`config.mk`:
```
export PLATFORM = sky130hd
export DESIGN_NAME = axi_rr_arbiter
export DESIGN_NICKNAME = d
export VERILOG_FILES = /design/src/rtl/axi_rr_arbiter.sv
export SDC_FILE = /design/constraint.sdc
export NUM_CORES = 1
export LEC_CHECK = 0
export ABC_AREA = 0
export CORE_AREA = 2 2 498 500
export DETAILED_ROUTE_END_ITERATION = 8
export DIE_AREA = 0 0 500 502
export PLACE_DENSITY_LB_ADDON = 0.2
export SYNTH_ARGS = -nofsm -noshare
export SYNTH_HDL_FRONTEND = slang
export SYNTH_SLANG_ARGS = --single-unit
```
`constraint.sdc`:
```
create_clock -name clk -period 3.02 [get_ports clk]
set_input_delay 0.604 -clock clk [delete_from_list [all_inputs] [get_ports clk]]
set_output_delay 0.604 -clock clk [all_outputs]
set_load 0.05 [all_outputs]
```
`src/rtl/axi_rr_arbiter.sv`:
```
// AXI channel types plus a round-robin arbiter that shares one AXI subordinate
// port between NB_MANAGERS managers, with independent write and read locks.
package axi_pkg;
  typedef struct packed {
    logic [3:0]  id;
    logic [31:0] addr;
    logic [7:0]  len;
    logic [2:0]  size;
    logic [1:0]  burst;
  } axi_aw_t;

  typedef struct packed {
    logic [3:0]  id;
    logic [31:0] addr;
    logic [7:0]  len;
    logic [2:0]  size;
    logic [1:0]  burst;
  } axi_ar_t;

  typedef struct packed {
    logic [63:0] data;
    logic [7:0]  strb;
    logic        last;
  } axi_w_t;

  typedef struct packed {
    logic [3:0] id;
    logic [1:0] resp;
  } axi_b_t;

  typedef struct packed {
    logic [3:0]  id;
    logic [63:0] data;
    logic [1:0]  resp;
    logic        last;
  } axi_r_t;
endpackage

// state   | meaning
// W_IDLE  | no write owner; arbitrate on awvalid
// W_AW    | AW passthrough for wgrant
// W_DATA  | W passthrough for wgrant until last beat
// W_RESP  | B routed back to wgrant
// R_IDLE  | no read owner; arbitrate on arvalid
// R_ADDR  | AR passthrough for rgrant
// R_DATA  | R routed back to rgrant until last beat
module axi_rr_arbiter
  import axi_pkg::*;
#(
  parameter int NB_MANAGERS = 4,
  parameter int GRANT_W     = $clog2(NB_MANAGERS)
) (
  input  logic                           clk,
  input  logic                           rst,
  input  axi_aw_t [NB_MANAGERS-1:0]      i_axi_m_aw,
  input  logic    [NB_MANAGERS-1:0]      i_axi_m_awvalid,
  output logic    [NB_MANAGERS-1:0]      o_axi_m_awready,
  input  axi_w_t  [NB_MANAGERS-1:0]      i_axi_m_w,
  input  logic    [NB_MANAGERS-1:0]      i_axi_m_wvalid,
  output logic    [NB_MANAGERS-1:0]      o_axi_m_wready,
  output axi_b_t  [NB_MANAGERS-1:0]      o_axi_m_b,
  output logic    [NB_MANAGERS-1:0]      o_axi_m_bvalid,
  input  logic    [NB_MANAGERS-1:0]      i_axi_m_bready,
  input  axi_ar_t [NB_MANAGERS-1:0]      i_axi_m_ar,
  input  logic    [NB_MANAGERS-1:0]      i_axi_m_arvalid,
  output logic    [NB_MANAGERS-1:0]      o_axi_m_arready,
  output axi_r_t  [NB_MANAGERS-1:0]      o_axi_m_r,
  output logic    [NB_MANAGERS-1:0]      o_axi_m_rvalid,
  input  logic    [NB_MANAGERS-1:0]      i_axi_m_rready,
  output axi_aw_t                        o_axi_s_aw,
  output logic                           o_axi_s_awvalid,
  input  logic                           i_axi_s_awready,
  output axi_w_t                         o_axi_s_w,
  output logic                           o_axi_s_wvalid,
  input  logic                           i_axi_s_wready,
  input  axi_b_t                         i_axi_s_b,
  input  logic                           i_axi_s_bvalid,
  output logic                           o_axi_s_bready,
  output axi_ar_t                        o_axi_s_ar,
  output logic                           o_axi_s_arvalid,
  input  logic                           i_axi_s_arready,
  input  axi_r_t                         i_axi_s_r,
  input  logic                           i_axi_s_rvalid,
  output logic                           o_axi_s_rready
);

  typedef enum logic [1:0] {W_IDLE, W_AW, W_DATA, W_RESP} wstate_t;
  typedef enum logic [1:0] {R_IDLE, R_ADDR, R_DATA} rstate_t;

  wstate_t wstate, wstate_nxt;
  rstate_t rstate, rstate_nxt;
  logic [GRANT_W-1:0] wgrant, wgrant_nxt, wlast_grant, wlast_nxt;
  logic [GRANT_W-1:0] rgrant, rgrant_nxt, rlast_grant, rlast_nxt;

  // First requester after the previous owner, wrapping modulo NB_MANAGERS.
  function automatic logic [GRANT_W-1:0] rr_pick(input logic [NB_MANAGERS-1:0] req,
                                                 input logic [GRANT_W-1:0] last);
    logic [GRANT_W-1:0] pick;
    logic [GRANT_W-1:0] sel;
    logic               found;
    int                 idx;
    pick  = last;
    found = 1'b0;
    for (int k = 1; k <= NB_MANAGERS; k++) begin
      idx = (int'(last) + k) % NB_MANAGERS;
      sel = GRANT_W'(idx);
      if (!found && req[sel]) begin
        found = 1'b1;
        pick  = sel;
      end
    end
    return pick;
  endfunction

  always_ff @(posedge clk or posedge rst) begin
    if (rst) begin
      wstate      <= W_IDLE;
      wgrant      <= '0;
      wlast_grant <= GRANT_W'(NB_MANAGERS - 1);
      rstate      <= R_IDLE;
      rgrant      <= '0;
      rlast_grant <= GRANT_W'(NB_MANAGERS - 1);
    end else begin
      wstate      <= wstate_nxt;
      wgrant      <= wgrant_nxt;
      wlast_grant <= wlast_nxt;
      rstate      <= rstate_nxt;
      rgrant      <= rgrant_nxt;
      rlast_grant <= rlast_nxt;
    end
  end

  always_comb begin
    wstate_nxt      = wstate;
    wgrant_nxt      = wgrant;
    wlast_nxt       = wlast_grant;
    o_axi_s_aw      = i_axi_m_aw[wgrant];
    o_axi_s_awvalid = 1'b0;
    o_axi_m_awready = '0;
    o_axi_s_w       = i_axi_m_w[wgrant];
    o_axi_s_wvalid  = 1'b0;
    o_axi_m_wready  = '0;
    o_axi_m_bvalid  = '0;
    o_axi_s_bready  = 1'b0;
    case (wstate)
      W_IDLE: begin
        if (|i_axi_m_awvalid) begin
          wgrant_nxt = rr_pick(i_axi_m_awvalid, wlast_grant);
          wstate_nxt = W_AW;
        end
      end
      W_AW: begin
        o_axi_s_awvalid         = i_axi_m_awvalid[wgrant];
        o_axi_m_awready[wgrant] = i_axi_s_awready;
        if (i_axi_m_awvalid[wgrant] && i_axi_s_awready) wstate_nxt = W_DATA;
      end
      W_DATA: begin
        o_axi_s_wvalid         = i_axi_m_wvalid[wgrant];
        o_axi_m_wready[wgrant] = i_axi_s_wready;
        if (i_axi_m_wvalid[wgrant] && i_axi_s_wready && i_axi_m_w[wgrant].last)
          wstate_nxt = W_RESP;
      end
      W_RESP: begin
        o_axi_m_bvalid[wgrant] = i_axi_s_bvalid;
        o_axi_s_bready         = i_axi_m_bready[wgrant];
        if (i_axi_s_bvalid && i_axi_m_bready[wgrant]) begin
          wlast_nxt  = wgrant;
          wstate_nxt = W_IDLE;
        end
      end
      default: wstate_nxt = W_IDLE;
    endcase
  end

  always_comb begin
    rstate_nxt      = rstate;
    rgrant_nxt      = rgrant;
    rlast_nxt       = rlast_grant;
    o_axi_s_ar      = i_axi_m_ar[rgrant];
    o_axi_s_arvalid = 1'b0;
    o_axi_m_arready = '0;
    o_axi_m_rvalid  = '0;
    o_axi_s_rready  = 1'b0;
    case (rstate)
      R_IDLE: begin
        if (|i_axi_m_arvalid) begin
          rgrant_nxt = rr_pick(i_axi_m_arvalid, rlast_grant);
          rstate_nxt = R_ADDR;
        end
      end
      R_ADDR: begin
        o_axi_s_arvalid         = i_axi_m_arvalid[rgrant];
        o_axi_m_arready[rgrant] = i_axi_s_arready;
        if (i_axi_m_arvalid[rgrant] && i_axi_s_arready) rstate_nxt = R_DATA;
      end
      R_DATA: begin
        o_axi_m_rvalid[rgrant] = i_axi_s_rvalid;
        o_axi_s_rready         = i_axi_m_rready[rgrant];
        if (i_axi_s_rvalid && i_axi_m_rready[rgrant] && i_axi_s_r.last) begin
          rlast_nxt  = rgrant;
          rstate_nxt = R_IDLE;
        end
      end
      default: rstate_nxt = R_IDLE;
    endcase
  end

  // Response payloads fan out to every manager; only valid is steered.
  always_comb begin
    for (int i = 0; i < NB_MANAGERS; i++) begin
      o_axi_m_b[i] = i_axi_s_b;
      o_axi_m_r[i] = i_axi_s_r;
    end
  end

endmodule

```
# Word-level counts from Yosys, hierarchy flattened
# Cells that the tools add are included.
# op_classes
n_addsub	8
magnitude_cmp	12
n_eq_ne	12
n_mux	81
n_bitwise	5
reduce_logical	31
# ops
operator	n
49-bit binary-select mux with 2-bit select	2
73-bit binary-select mux with 2-bit select	1
49-bit two-way mux	2
73-bit two-way mux	1
1-bit two-way mux	38
2-bit by 3-bit < comparator with 1-bit output (second input constant)	10
2-bit two-way mux	15
1-bit binary-select mux with 2-bit select	13
4-bit bitwise AND	5
4-bit two-way mux	5
1-bit logical AND	15
2-bit inequality test (second input constant)	7
2-bit by 1-bit adder with 2-bit output (second input constant)	4
2-bit adder (second input constant)	4
2-bit one-hot mux with 4 select lines	1
2-bit AND reduction	4
4-bit OR reduction	2
2-bit equality test (second input constant)	3
1-bit logical NOT	6
2-bit one-hot mux with 3 select lines	1
1-bit demux with 2-bit select	2
2-bit by 1-bit equality test with 1-bit output (second input constant)	2
2-bit by 1-bit >= comparator with 1-bit output (second input constant)	2
2-bit logical NOT	2
other kinds (2)	2
# totals
reg_bits	12
in_bits	788
out_inout_bits	504
word_cells	155

# Longest topological paths before layout
# Gate-level depths: netlist of the first run.
# logic_depth
ltp_word	19
depth_mapped	6
depth_no_buf	6

# Worst setup path after synthesis of the first run
# No wires, ideal clock.
# synth_path
kind	reg2out
startpoint	reg wgrant[1]
endpoint	out o_axi_m_awready[0]
arrival_ns	2.044
setup_slack_ns	0.372
stages_incl_launch_ff	5
n_path_buf	3
path_cell_list	dfrtp_1 > buf_2 > buf_1 > clkbuf_1 > nor3_1
# synth_between
elab_chain_cells	6
# synth_lines
item	line_no	source
start, declared	92	logic [GRANT_W-1:0] wgrant, wgrant_nxt, wlast_grant, wlast_nxt;
start signal, assigned	125	wgrant <= wgrant_nxt;
2-bit by 3-bit < comparator with 1-bit output (not written as such) / 2-bit by 1-bit >= comparator with 1-bit output (equally long branches)	154	o_axi_m_awready[wgrant] = i_axi_s_awready;
1-bit logical AND (not written as such)	154	
1-bit two-way mux (not written as such)	154	
1-bit demux with 2-bit select (*)	154	
4-bit bitwise AND (no source line) (*)	n/a	
4-bit two-way mux (*)	145	case (wstate)
end, declared	57	output logic [NB_MANAGERS-1:0] o_axi_m_awready,
# Mark *: on every way between the ends. The rest lies on a longest branch, timed or not.

==> results_tabular.tex, run 1 <==
\begin{tabular}{lr}
\hline
Metric & Value \\
\hline
\multicolumn{2}{l}{\textbf{Run status}} \\
\quad Outcome & finished clean \\
\multicolumn{2}{l}{\textbf{Critical path}} \\
\quad Endpoint of the most critical setup path & o\_axi\_s\_w[13] \\
\quad Data required time of the worst path & 2.42 ns \\
\quad Startpoint-to-endpoint class of the critical path & flop to output pin \\
\quad Cell with the largest stage delay on the worst path & sky130\_fd\_sc\_hd\_\_dfrtp\_4 \\
\quad Maximum cell stage delay along the critical path & 0.67 ns \\
\quad Reg-to-reg critical path startpoint & wgrant[0]\$\_DFFE\_PP0P\_ \\
\quad R2R cell count & 5 \\
\quad Most Frequent Cell on Critical Path & sky130\_fd\_sc\_hd\_\_buf\_12 \\
\quad Critical Path Start Type & flop \\
\quad Data arrival at the endpoint of the critical path & 2.25 ns \\
\quad CP max FO & 16 \\
\quad FF-to-FF setup slack & 0.60 ns \\
\quad Critical path startpoint & wgrant[0]\$\_DFFE\_PP0P\_ \\
\quad Kind of end point of the critical path & output pin \\
\quad Critical path cell sequence & buf\_12, buf\_12, mux4\_2, buf\_4 \\
\quad Reg-to-reg endpoint & wstate[1]\$\_DFFE\_PP0P\_ \\
\multicolumn{2}{l}{\textbf{Cells and area}} \\
\quad Proportion of layout cells with a drive suffix above 1 & 34.2\% \\
\quad Register area & 318 um\^{}2 \\
\quad Leading cell type in the layout, fill and taps excluded & sky130\_fd\_sc\_hd\_\_clkdlybuf4s50\_1 \\
\quad Most frequent cells in the layout & 712 x sky130\_fd\_sc\_hd\_\_clkdlybuf4s50\_1, 176 x sky130\_fd\_sc\_hd\_\_mux4\_2, 146 x sky130\_fd\_sc\_hd\_\_buf\_12, 78 x sky130\_fd\_sc\_hd\_\_buf\_4, 19 x sky130\_fd\_sc\_hd\_\_nor2\_1 \\
\quad Area of combinational cells with multiple inputs & 0.00458 mm\^{}2 \\
\quad Area growth from synthesis to layout & 166\% \\
\quad Number of fill cells & 28400 \\
\quad Net count, final & 2023 \\
\multicolumn{2}{l}{\textbf{Place}} \\
\quad Half-perimeter wire length after detailed placement & 129000 um \\
\quad Final weighted congestion of routability-driven global placement & 0.808 \\
\quad Number of port buffers & 911 \\
\multicolumn{2}{l}{\textbf{Floorplan}} \\
\quad Std-Cell Rows & 182 \\
\quad Die boundary width & 500 um \\
\quad Die outline area & 0.251 mm\^{}2 \\
\quad Boundary pin count & 1292 \\
\quad Core Region & 0.245 mm\^{}2 \\
\quad Initial core utilization & 3.02\% \\
\quad Height of the chip & 502 um \\
\multicolumn{2}{l}{\textbf{Logic synthesis}} \\
\quad Net count of the mapped netlist & 1434 \\
\quad Netlist Area Pre-Place & 0.00742 mm\^{}2 \\
\quad Flip-flop and latch count after synthesis & 12 \\
\quad Syn\_area\_per\_cell & 11.6 um\^{}2 \\
\quad Sequential-to-total area share from yosys stat & 4.12\% \\
\quad Number of unique standard cell types used by synthesis & 39 \\
\quad Cell count after synthesis & 641 \\
\quad Synth Warn \# & 0 \\
\multicolumn{2}{l}{\textbf{Timing}} \\
\quad Transition time of the tightest slew-check pin & 0.926 ns \\
\quad Worst hold slack & 0.598 ns \\
\quad Setup skew after layout & 0.00123 ns \\
\quad Setup\_tns & 0 ns \\
\quad Number of hold-slack violations in the final timing report & 0 \\
\quad Unrepaired setup endpoints after global routing & false \\
\quad Min cycle time layout & 2.85 ns \\
\quad Count of pins over their slew limit & 0 \\
\quad Share of the cycle needed by the critical path after routing & 94.5\% \\
\quad Final setup violation count & 0 \\
\quad Max-slew headroom at the worst pin & 38.2\% \\
\quad Fmax & 0.350 GHz \\
\multicolumn{2}{l}{\textbf{Routing}} \\
\quad Via-to-Cell Ratio & 1.92 \\
\quad First drt pass iteration count & 4 \\
\quad Via count of the routed design & 8618 \\
\quad Routed length per instance & 30.0 um \\
\quad DRC & 0 \\
\quad Detailed router's first-iteration violation count & 299 \\
\quad Number of nets still failing antenna checks after routing & 0 \\
\quad Final Routed Wirelength & 134000 um \\
\multicolumn{2}{l}{\textbf{Power and ir drop}} \\
\quad Static Leakage & 6.00 nW \\
\quad Post-layout power & 18.6 mW \\
\quad Power density normalized to cell area & 942 mW/mm\^{}2 \\
\quad Largest vdd supply drop & 438 uV \\
\multicolumn{2}{l}{\textbf{Global routing}} \\
\quad Number of antenna violations at the first check in global routing & 141 \\
\quad Vias in the first global route & 9353 \\
\quad Pin count of the biggest net entering global routing & 55 \\
\quad Overall fraction of global-route tracks in use & 10.2\% \\
\quad Wire length of the first global-routing pass & 154000 um \\
\quad Total congestion overflow after global routing & 0 \\
\multicolumn{2}{l}{\textbf{Clock tree}} \\
\quad Number of clock sinks & 12 \\
\quad Cells resized by post-CTS repair & 0 \\
\quad Number of H-tree branching levels & 1 \\
\quad Buffer cell driving the clock tree root & sky130\_fd\_sc\_hd\_\_clkbuf\_16 \\
\quad Clock transition at the registers of the reported paths & 0.06 ns \\
\quad CTS Buffer Depth & 2 \\
\quad TritonCTS clock tree & yes \\
\quad Cts hold-fix bufs & 0 \\
\quad Later-pin clock latency in the skew report & 0.25 ns \\
\quad Post-CTS Setup Repair Bufs & 0 \\
\quad TritonCTS Buffers & 3 \\
\multicolumn{2}{l}{\textbf{Flow run}} \\
\quad Max-Cap Viols & 0 \\
\multicolumn{2}{l}{\textbf{Min path}} \\
\quad Kind of path behind the tightest hold check & flop to flop \\
\quad Cells on Worst Hold Path & 3 \\
\hline
\end{tabular}
[cell families (layout without fill, tap and decap cells)]
logic type / Yosys count / count (layout) / synth area share [%]
adders and majority gates: 5 / 5 / 0.843
AOI/OAI and AO/OA: 21 / 21 / 2.45
and+or+nand+nor: 61 / 61 / 3.93
muxes: 183 / 183 / 54.5
DFF: 12 / 12 / 4.12
buffers and inverters: 359 / 947 / 34.2
other: 0 / 31 / 0
[report_power, final]
part	internal (mW)	switching (mW)	leakage [nW]
Sequential	0.274	0.339	0.134
Clock	0.202	0.0974	0.0444
Combinational	7.08	10.6	5.82
[worst min-delay path by stage]
stage	from	to	slack, ns
floorplan	rst	rgrant[0]$_DFFE_PP0P_	0.47
global placement	rstate[1]$_DFFE_PP0P_	rstate[0]$_DFFE_PP0P_	0.59
detailed placement	wstate[1]$_DFFE_PP0P_	wstate[1]$_DFFE_PP0P_	0.58
CTS	wstate[1]$_DFFE_PP0P_	wstate[1]$_DFFE_PP0P_	0.60
global route	wstate[1]$_DFFE_PP0P_	wstate[1]$_DFFE_PP0P_	0.62
finish	rstate[1]$_DFFE_PP0P_	rstate[0]$_DFFE_PP0P_	0.60
[synth_stat cells (all sizes together)]
cell type	n	area share, %
buf	340	33
mux4	176	53
nor2	19	0.96
nand2	15	0.76
clkbuf	12	0.61
dfrtp	8	2.7
nor3	8	0.54
inv	7	0.35
nand2b	7	0.59
and2	5	0.42
ha	5	0.84
mux2	5	0.81
dfstp	4	1.4
a21oi	3	0.20
a31oi	3	0.34
o21ai	3	0.20
a21boi	2	0.30
mux2i	2	0.27
nand3	2	0.13
nor2b	2	0.17
a2111oi	1	0.37
a211o	1	0.12
a211oi	1	0.10
a21o	1	0.10
a221oi	1	0.12
a32o	1	0.13
nand4	1	0.084
nor3b	1	0.10
nor4	1	0.17
o21a	1	0.10
o31ai	1	0.10
o32a	1	0.13
o41ai	1	0.12
[per-stage QoR]
step	util, %	std cells	setup slack [ns]	cell area (um^2)
5_1_grt	8.03	4452	0.0791	19700
2_1_floorplan	-	641	0.372	7420
3_5_place_dp	7.99	4445	0.217	19600
4_1_cts	8.02	4449	0.107	19700
3_3_place_gp	7.99	4445	0.203	19600
6_report	8.05	4480	0.166	19800
[worst max-delay path: cells and delay by family (launching register included)]
family / cells / cell delay (ns)
muxes: 1 / 0.58
DFF: 1 / 0.67
buffers and inverters: 3 / 0.68
[state kept, by name, summed over array words and instances, names as in the netlist]
name	count
rlast_grant	2
wgrant	2
wlast_grant	2
rgrant	2
wstate	2
rstate	2
[layout make-up]
| type | count | area share [%] |
|---|---|---|
| diodes | 31 | 0.393 |
| multi-input cells | 270 | 23.2 |
| inverters | 7 | 0.133 |
| well taps | 3220 | 20.4 |
| flip-flops and latches | 12 | 1.61 |
| clock buffers | 4 | 0.450 |
| repair buffers | 936 | 53.8 |
[layer usage]
| metal | wire length (um) | track usage (%) | vias up |
|---|---|---|---|
| li1 | - | - | 3385 |
| met1 | 39600 | 9.22 | 3961 |
| met2 | 64100 | 17.6 | 899 |
| met3 | 26700 | 8.52 | 317 |
| met4 | 3530 | 1.71 | 56 |
| met5 | 343 | 0 | - |
(Power assumes the default switching activity.)
==> inputs of run 2 (changes only) <==
Settings changed: ABC_AREA 0 to unset, CELL_PAD_IN_SITES_DETAIL_PLACEMENT set to 1, CELL_PAD_IN_SITES_GLOBAL_PLACEMENT set to 1, CORE_AREA 2 2 498 500 to 2 2 500 502, DIE_AREA 0 0 500 502 to 0 0 502 504.
==> run 2 against run 1 <==
Net effect: critical path depth stayed put; routed wire length decreased by 20%; design area is 0.50% higher; largest power group unchanged; fmax down 0.78%.
==> results_tabular.tex, run 2 (same netlist as run 1, synthesis figures left out) <==
\begin{tabular}{lr}
\hline
Metric & Value \\
\hline
\multicolumn{2}{l}{\textbf{Clock tree}} \\
\quad Later-pin clock latency in the skew report & 0.24 ns \\
\quad TritonCTS Buffers & 3 \\
\quad TritonCTS clock tree & yes \\
\quad Buffer cell driving the clock tree root & sky130\_fd\_sc\_hd\_\_clkbuf\_16 \\
\quad Post-CTS Setup Repair Bufs & 0 \\
\quad Cts hold-fix bufs & 0 \\
\quad Cells resized by post-CTS repair & 0 \\
\quad Clock transition at the registers of the reported paths & 0.04 ns \\
\quad Number of clock sinks & 12 \\
\quad CTS Buffer Depth & 2 \\
\quad Number of H-tree branching levels & 1 \\
\multicolumn{2}{l}{\textbf{Timing}} \\
\quad Setup\_tns & 0 ns \\
\quad Final setup violation count & 0 \\
\quad Max-slew headroom at the worst pin & 58.6\% \\
\quad Fmax & 0.348 GHz \\
\quad Transition time of the tightest slew-check pin & 0.619 ns \\
\quad Unrepaired setup endpoints after global routing & false \\
\quad Setup skew after layout & 0.000687 ns \\
\quad Min cycle time layout & 2.88 ns \\
\quad Count of pins over their slew limit & 0 \\
\quad Number of hold-slack violations in the final timing report & 0 \\
\quad Worst hold slack & 0.593 ns \\
\quad Share of the cycle needed by the critical path after routing & 95.3\% \\
\multicolumn{2}{l}{\textbf{Cells and area}} \\
\quad Number of fill cells & 29000 \\
\quad Net count, final & 2046 \\
\quad Leading cell type in the layout, fill and taps excluded & sky130\_fd\_sc\_hd\_\_clkdlybuf4s50\_1 \\
\quad Proportion of layout cells with a drive suffix above 1 & 35.4\% \\
\quad Most frequent cells in the layout & 711 x sky130\_fd\_sc\_hd\_\_clkdlybuf4s50\_1, 176 x sky130\_fd\_sc\_hd\_\_mux4\_2, 133 x sky130\_fd\_sc\_hd\_\_buf\_12, 115 x sky130\_fd\_sc\_hd\_\_buf\_4, 19 x sky130\_fd\_sc\_hd\_\_nor2\_1 \\
\quad Area growth from synthesis to layout & 168\% \\
\multicolumn{2}{l}{\textbf{Critical path}} \\
\quad Data required time of the worst path & 2.42 ns \\
\quad CP max FO & 14 \\
\quad Startpoint-to-endpoint class of the critical path & flop to output pin \\
\quad Maximum cell stage delay along the critical path & 0.69 ns \\
\quad Cell with the largest stage delay on the worst path & sky130\_fd\_sc\_hd\_\_dfrtp\_4 \\
\quad Critical path cell sequence & buf\_12, buf\_4, mux4\_2, buf\_4 \\
\quad Critical Path Start Type & flop \\
\quad Most Frequent Cell on Critical Path & sky130\_fd\_sc\_hd\_\_buf\_4 \\
\quad Kind of end point of the critical path & output pin \\
\quad Critical path buffers and inverters & 3 \\
\quad Family of cells with the greatest summed delay on the critical path & buffers and inverters \\
\quad Data arrival at the endpoint of the critical path & 2.27 ns \\
\multicolumn{2}{l}{\textbf{Power and ir drop}} \\
\quad Power density normalized to cell area & 925 mW/mm\^{}2 \\
\quad Largest vdd supply drop & 250 uV \\
\quad Static Leakage & 6.04 nW \\
\multicolumn{2}{l}{\textbf{Global routing}} \\
\quad Overall fraction of global-route tracks in use & 8.09\% \\
\quad Pin count of the biggest net entering global routing & 39 \\
\quad Number of antenna violations at the first check in global routing & 65 \\
\quad Vias in the first global route & 9535 \\
\quad Wire length of the first global-routing pass & 128000 um \\
\quad Total congestion overflow after global routing & 0 \\
\multicolumn{2}{l}{\textbf{Min path}} \\
\quad Kind of path behind the tightest hold check & flop to flop \\
\multicolumn{2}{l}{\textbf{Routing}} \\
\quad Via count of the routed design & 8332 \\
\quad DRC & 0 \\
\quad Routed length per instance & 23.5 um \\
\quad Detailed router's first-iteration violation count & 256 \\
\quad Via-to-Cell Ratio & 1.81 \\
\quad Final Routed Wirelength & 108000 um \\
\quad Number of nets still failing antenna checks after routing & 0 \\
\quad First drt pass iteration count & 4 \\
\multicolumn{2}{l}{\textbf{Floorplan}} \\
\quad Die boundary width & 502 um \\
\quad Initial core utilization & 3.00\% \\
\quad Boundary pin count & 1292 \\
\quad Die outline area & 0.253 mm\^{}2 \\
\quad Height of the chip & 504 um \\
\quad Core Region & 0.248 mm\^{}2 \\
\quad Std-Cell Rows & 183 \\
\multicolumn{2}{l}{\textbf{Place}} \\
\quad Half-perimeter wire length after detailed placement & 103000 um \\
\quad Final weighted congestion of routability-driven global placement & 0.816 \\
\quad Number of port buffers & 911 \\
\multicolumn{2}{l}{\textbf{Run status}} \\
\quad Outcome & finished clean \\
\multicolumn{2}{l}{\textbf{Flow run}} \\
\quad Max-Cap Viols & 0 \\
\hline
\end{tabular}
-- run 2: changes by cell type in the layout (fill, tap and decap cells not counted), sizes merged --
cell	previous run	this run
clkdlybuf4s50	712	711
diode	31	18
buf	224	248
clkbuf	4	3
-- run 2: path summary, 6_finish.rpt --
check | from | to | slack, ns | cells past startpoint
max | wgrant[0]$_DFFE_PP0P_ | o_axi_s_w[37] | 0.14 | 4
min | wstate[0]$_DFFE_PP0P_ | wstate[0]$_DFFE_PP0P_ | 0.59 | 1
max reg2reg | wgrant[0]$_DFFE_PP0P_ | wstate[1]$_DFFE_PP0P_ | 0.71 | 5
min reg2reg | wstate[0]$_DFFE_PP0P_ | wstate[0]$_DFFE_PP0P_ | 0.59 | 1
max in group asynchronous | rst | rgrant[0]$_DFFE_PP0P_ | 1.57 | 2
min in group asynchronous | rst | wgrant[1]$_DFFE_PP0P_ | 1.04 | 2
-- run 2: per-stage QoR --
| stage | instance area, um^2 | power (mW) | std cells | utilization [%] | setup slack (ns) |
|---|---|---|---|---|---|
| floorplan | 7420 | 9.88 | 641 | - | 0.372 |
| global placement | 19700 | 19.2 | 4578 | 7.97 | 0.122 |
| detailed placement | 19700 | 19.1 | 4578 | 7.97 | 0.104 |
| CTS | 19800 | 19.4 | 4581 | 8.00 | 0.0468 |
| global route | 19800 | 19.6 | 4581 | 8.00 | 0.0277 |
| finish | 19900 | 18.4 | 4599 | 8.02 | 0.143 |
-- run 2: report_power, final --
group | switching, mW | internal, mW
registers | 0.308 | 0.275
logic | 10.5 | 7.05
clock network | 0.0642 | 0.172
total | 10.9 | 7.50
-- run 2: area by class of cell --
| type | instances | area (um^2) | area share [%] |
|---|---|---|---|
| antenna | 18 | 45.0 | 0.227 |
| clock buffer | 3 | 75.1 | 0.378 |
| inverter | 7 | 26.3 | 0.132 |
| multi-input combinational | 270 | 4580 | 23.1 |
| sequential | 12 | 318 | 1.60 |
| tap | 3330 | 4170 | 21.0 |
| timing repair buffer | 959 | 10600 | 53.6 |
-- run 2: routing by layer --
| layer | global-route usage (%) | vias to the layer above | wire length (um) | part of all wire [%] |
|---|---|---|---|---|
| met1 | 8.03 | 4025 | 37000 | 34 |
| li1 | - | 3403 | - | - |
| met4 | 1.32 | 30 | 2270 | 2.1 |
| met2 | 14.3 | 713 | 52300 | 48 |
| met3 | 5.16 | 161 | 16200 | 15 |
| met5 | 0 | - | 184 | 0.17 |
==> inputs of run 3 (changes only) <==
Settings changed: MAX_ROUTING_LAYER set to met4.
==> run 3 against run 2 <==
Net effect: worst hold slack worse by 0.0084 ns; routed wire length unchanged; global-route usage rose by 0.24 points; total power about the same; core utilization about the same; design area grew 0.19%; die area did not move; via count down 0.50%; largest cell class unchanged; cell count is 0.33% higher; critical path depth did not move; count of clock-buffer cells in the layout did not move; critical endpoint is now o_axi_s_w[16]; worst setup slack got worse by 0.025 ns.
==> results_tabular.tex, run 3 (same netlist as run 1, synthesis figures left out) <==
\begin{tabular}{lr}
\hline
Metric & Value \\
\hline
\multicolumn{2}{l}{\textbf{Cells and area}} \\
\quad Proportion of layout cells with a drive suffix above 1 & 35.4\% \\
\quad Most frequent cells in the layout & 711 x sky130\_fd\_sc\_hd\_\_clkdlybuf4s50\_1, 176 x sky130\_fd\_sc\_hd\_\_mux4\_2, 133 x sky130\_fd\_sc\_hd\_\_buf\_12, 115 x sky130\_fd\_sc\_hd\_\_buf\_4, 19 x sky130\_fd\_sc\_hd\_\_nor2\_1 \\
\quad Post-route core utilization & 8.04\% \\
\quad Leading cell type in the layout, fill and taps excluded & sky130\_fd\_sc\_hd\_\_clkdlybuf4s50\_1 \\
\quad Non-filler instance count after layout & 4614 \\
\quad Net count, final & 2046 \\
\quad Area growth from synthesis to layout & 168\% \\
\quad Non-Filler Cell Area, Final & 0.0199 mm\^{}2 \\
\multicolumn{2}{l}{\textbf{Power and ir drop}} \\
\quad Clock power frac & 1.3\% \\
\quad Gate power share & 95.5\% \\
\quad Largest vdd supply drop & 250 uV \\
\quad Power density normalized to cell area & 923 mW/mm\^{}2 \\
\quad Switching share of power & 59.2\% \\
\quad Post-layout power & 18.4 mW \\
\quad Internal power component & 7.50 mW \\
\quad Static Leakage & 6.04 nW \\
\quad Psw & 10.9 mW \\
\quad Sequential fraction of design power & 3.2\% \\
\multicolumn{2}{l}{\textbf{Clock tree}} \\
\quad Cts hold-fix bufs & 0 \\
\quad Number of clock sinks & 12 \\
\quad Cells resized by post-CTS repair & 0 \\
\quad CTS Buffer Depth & 2 \\
\quad Later-pin clock latency in the skew report & 0.24 ns \\
\quad Post-CTS Setup Repair Bufs & 0 \\
\quad Clock transition at the registers of the reported paths & 0.04 ns \\
\quad TritonCTS Buffers & 3 \\
\quad Buffer cell driving the clock tree root & sky130\_fd\_sc\_hd\_\_clkbuf\_16 \\
\quad Number of H-tree branching levels & 1 \\
\quad TritonCTS clock tree & yes \\
\multicolumn{2}{l}{\textbf{Critical path}} \\
\quad Kind of end point of the critical path & output pin \\
\quad Critical path cell sequence & buf\_12, buf\_12, mux4\_2, buf\_4 \\
\quad Data required time of the worst path & 2.42 ns \\
\quad Data arrival at the endpoint of the critical path & 2.30 ns \\
\quad Critical Path Start Type & flop \\
\quad Family of cells with the greatest summed delay on the critical path & flip-flops \\
\quad Cell with the largest stage delay on the worst path & sky130\_fd\_sc\_hd\_\_dfrtp\_4 \\
\quad FF-to-FF setup slack & 0.69 ns \\
\quad Most Frequent Cell on Critical Path & sky130\_fd\_sc\_hd\_\_buf\_12 \\
\quad CP max FO & 17 \\
\quad Critical path buffers and inverters & 3 \\
\quad Maximum cell stage delay along the critical path & 0.70 ns \\
\quad Startpoint-to-endpoint class of the critical path & flop to output pin \\
\multicolumn{2}{l}{\textbf{Floorplan}} \\
\quad Height of the chip & 504 um \\
\quad Die outline area & 0.253 mm\^{}2 \\
\quad Core Region & 0.248 mm\^{}2 \\
\quad Std-Cell Rows & 183 \\
\quad Initial core utilization & 3.00\% \\
\quad Boundary pin count & 1292 \\
\quad Die boundary width & 502 um \\
\multicolumn{2}{l}{\textbf{Timing}} \\
\quad Final setup violation count & 0 \\
\quad Setup\_tns & 0 ns \\
\quad Number of hold-slack violations in the final timing report & 0 \\
\quad Share of the cycle needed by the critical path after routing & 96.1\% \\
\quad Min cycle time layout & 2.90 ns \\
\quad Setup skew after layout & 0.000593 ns \\
\quad Count of pins over their slew limit & 0 \\
\quad Final worst slack & 0.118 ns \\
\quad Transition time of the tightest slew-check pin & 0.616 ns \\
\quad Max-slew headroom at the worst pin & 58.8\% \\
\quad Fmax & 0.345 GHz \\
\quad Worst hold slack & 0.584 ns \\
\quad Unrepaired setup endpoints after global routing & false \\
\multicolumn{2}{l}{\textbf{Routing}} \\
\quad Via count of the routed design & 8290 \\
\quad Routed length per instance & 23.4 um \\
\quad Final Routed Wirelength & 108000 um \\
\quad First drt pass iteration count & 4 \\
\quad Detailed router's first-iteration violation count & 243 \\
\quad Number of nets still failing antenna checks after routing & 0 \\
\quad DRC & 0 \\
\quad Via-to-Cell Ratio & 1.80 \\
\multicolumn{2}{l}{\textbf{Run status}} \\
\quad Outcome & finished clean \\
\multicolumn{2}{l}{\textbf{Global routing}} \\
\quad Pin count of the biggest net entering global routing & 39 \\
\quad Number of antenna violations at the first check in global routing & 61 \\
\quad Total congestion overflow after global routing & 0 \\
\quad Overall fraction of global-route tracks in use & 8.33\% \\
\quad Wire length of the first global-routing pass & 128000 um \\
\quad Vias in the first global route & 9578 \\
\multicolumn{2}{l}{\textbf{Place}} \\
\quad Final weighted congestion of routability-driven global placement & 0.828 \\
\quad Half-perimeter wire length after detailed placement & 103000 um \\
\quad Number of instances in the placed design & 4578 \\
\quad Cell Area, Placed & 0.0197 mm\^{}2 \\
\quad Worst-case setup slack after placement & 0.104 ns \\
\quad Number of port buffers & 911 \\
\multicolumn{2}{l}{\textbf{Flow run}} \\
\quad Max-Cap Viols & 0 \\
\multicolumn{2}{l}{\textbf{Min path}} \\
\quad Kind of path behind the tightest hold check & flop to flop \\
\hline
\end{tabular}
run 3: power by group through the flow:
| stage | Sequential, mW | Combinational [mW] | Clock [mW] |
|---|---|---|---|
| 3_5_place_dp | 0.640 | 18.5 | 0 |
| 5_1_grt | 0.638 | 18.7 | 0.257 |
| 4_1_cts | 0.638 | 18.5 | 0.246 |
| 2_1_floorplan | 0.307 | 9.57 | 0 |
| 6_report | 0.590 | 17.5 | 0.238 |
| 3_3_place_gp | 0.645 | 18.5 | 0 |
run 3: per-layer routing:
metal	vias up	share of wire [%]	global-route usage [%]
met1	3987	34	8.06
met2	731	48	14.2
met5	-	0	-
li1	3432	-	-
met4	0	2.2	1.44
met3	140	15	5.14
run 3: final timing paths:
| path | from | endpoint | cells past startpoint |
|---|---|---|---|
| max in group asynchronous | rst | rgrant[0]$_DFFE_PP0P_ | 2 |
| min | wstate[0]$_DFFE_PP0P_ | wstate[0]$_DFFE_PP0P_ | 1 |
| min in group asynchronous | rst | wgrant[1]$_DFFE_PP0P_ | 2 |
| max | wgrant[0]$_DFFE_PP0P_ | o_axi_s_w[16] | 4 |
| min reg2reg | wstate[0]$_DFFE_PP0P_ | wstate[0]$_DFFE_PP0P_ | 1 |
| max reg2reg | wgrant[0]$_DFFE_PP0P_ | wstate[1]$_DFFE_PP0P_ | 5 |
run 3: area by class of cell:
type / count / area (um^2)
Sequential cell: 12 / 318
Timing Repair Buffer: 959 / 10600
Tap cell: 3330 / 4170
Clock buffer: 3 / 75.1
Inverter: 7 / 26.3
Fill cell: 29100 / 228000
Antenna cell: 33 / 82.6
Multi-Input combinational cell: 270 / 4580
run 3: worst register-to-register path: stages (launching register included):
cell and delay [ns]:
sky130_fd_sc_hd__dfrtp_4 0.70, sky130_fd_sc_hd__mux4_2 0.70, sky130_fd_sc_hd__buf_4 0.21, sky130_fd_sc_hd__a21boi_2 0.22, sky130_fd_sc_hd__a2111oi_4 0.06, sky130_fd_sc_hd__mux2_4 0.32
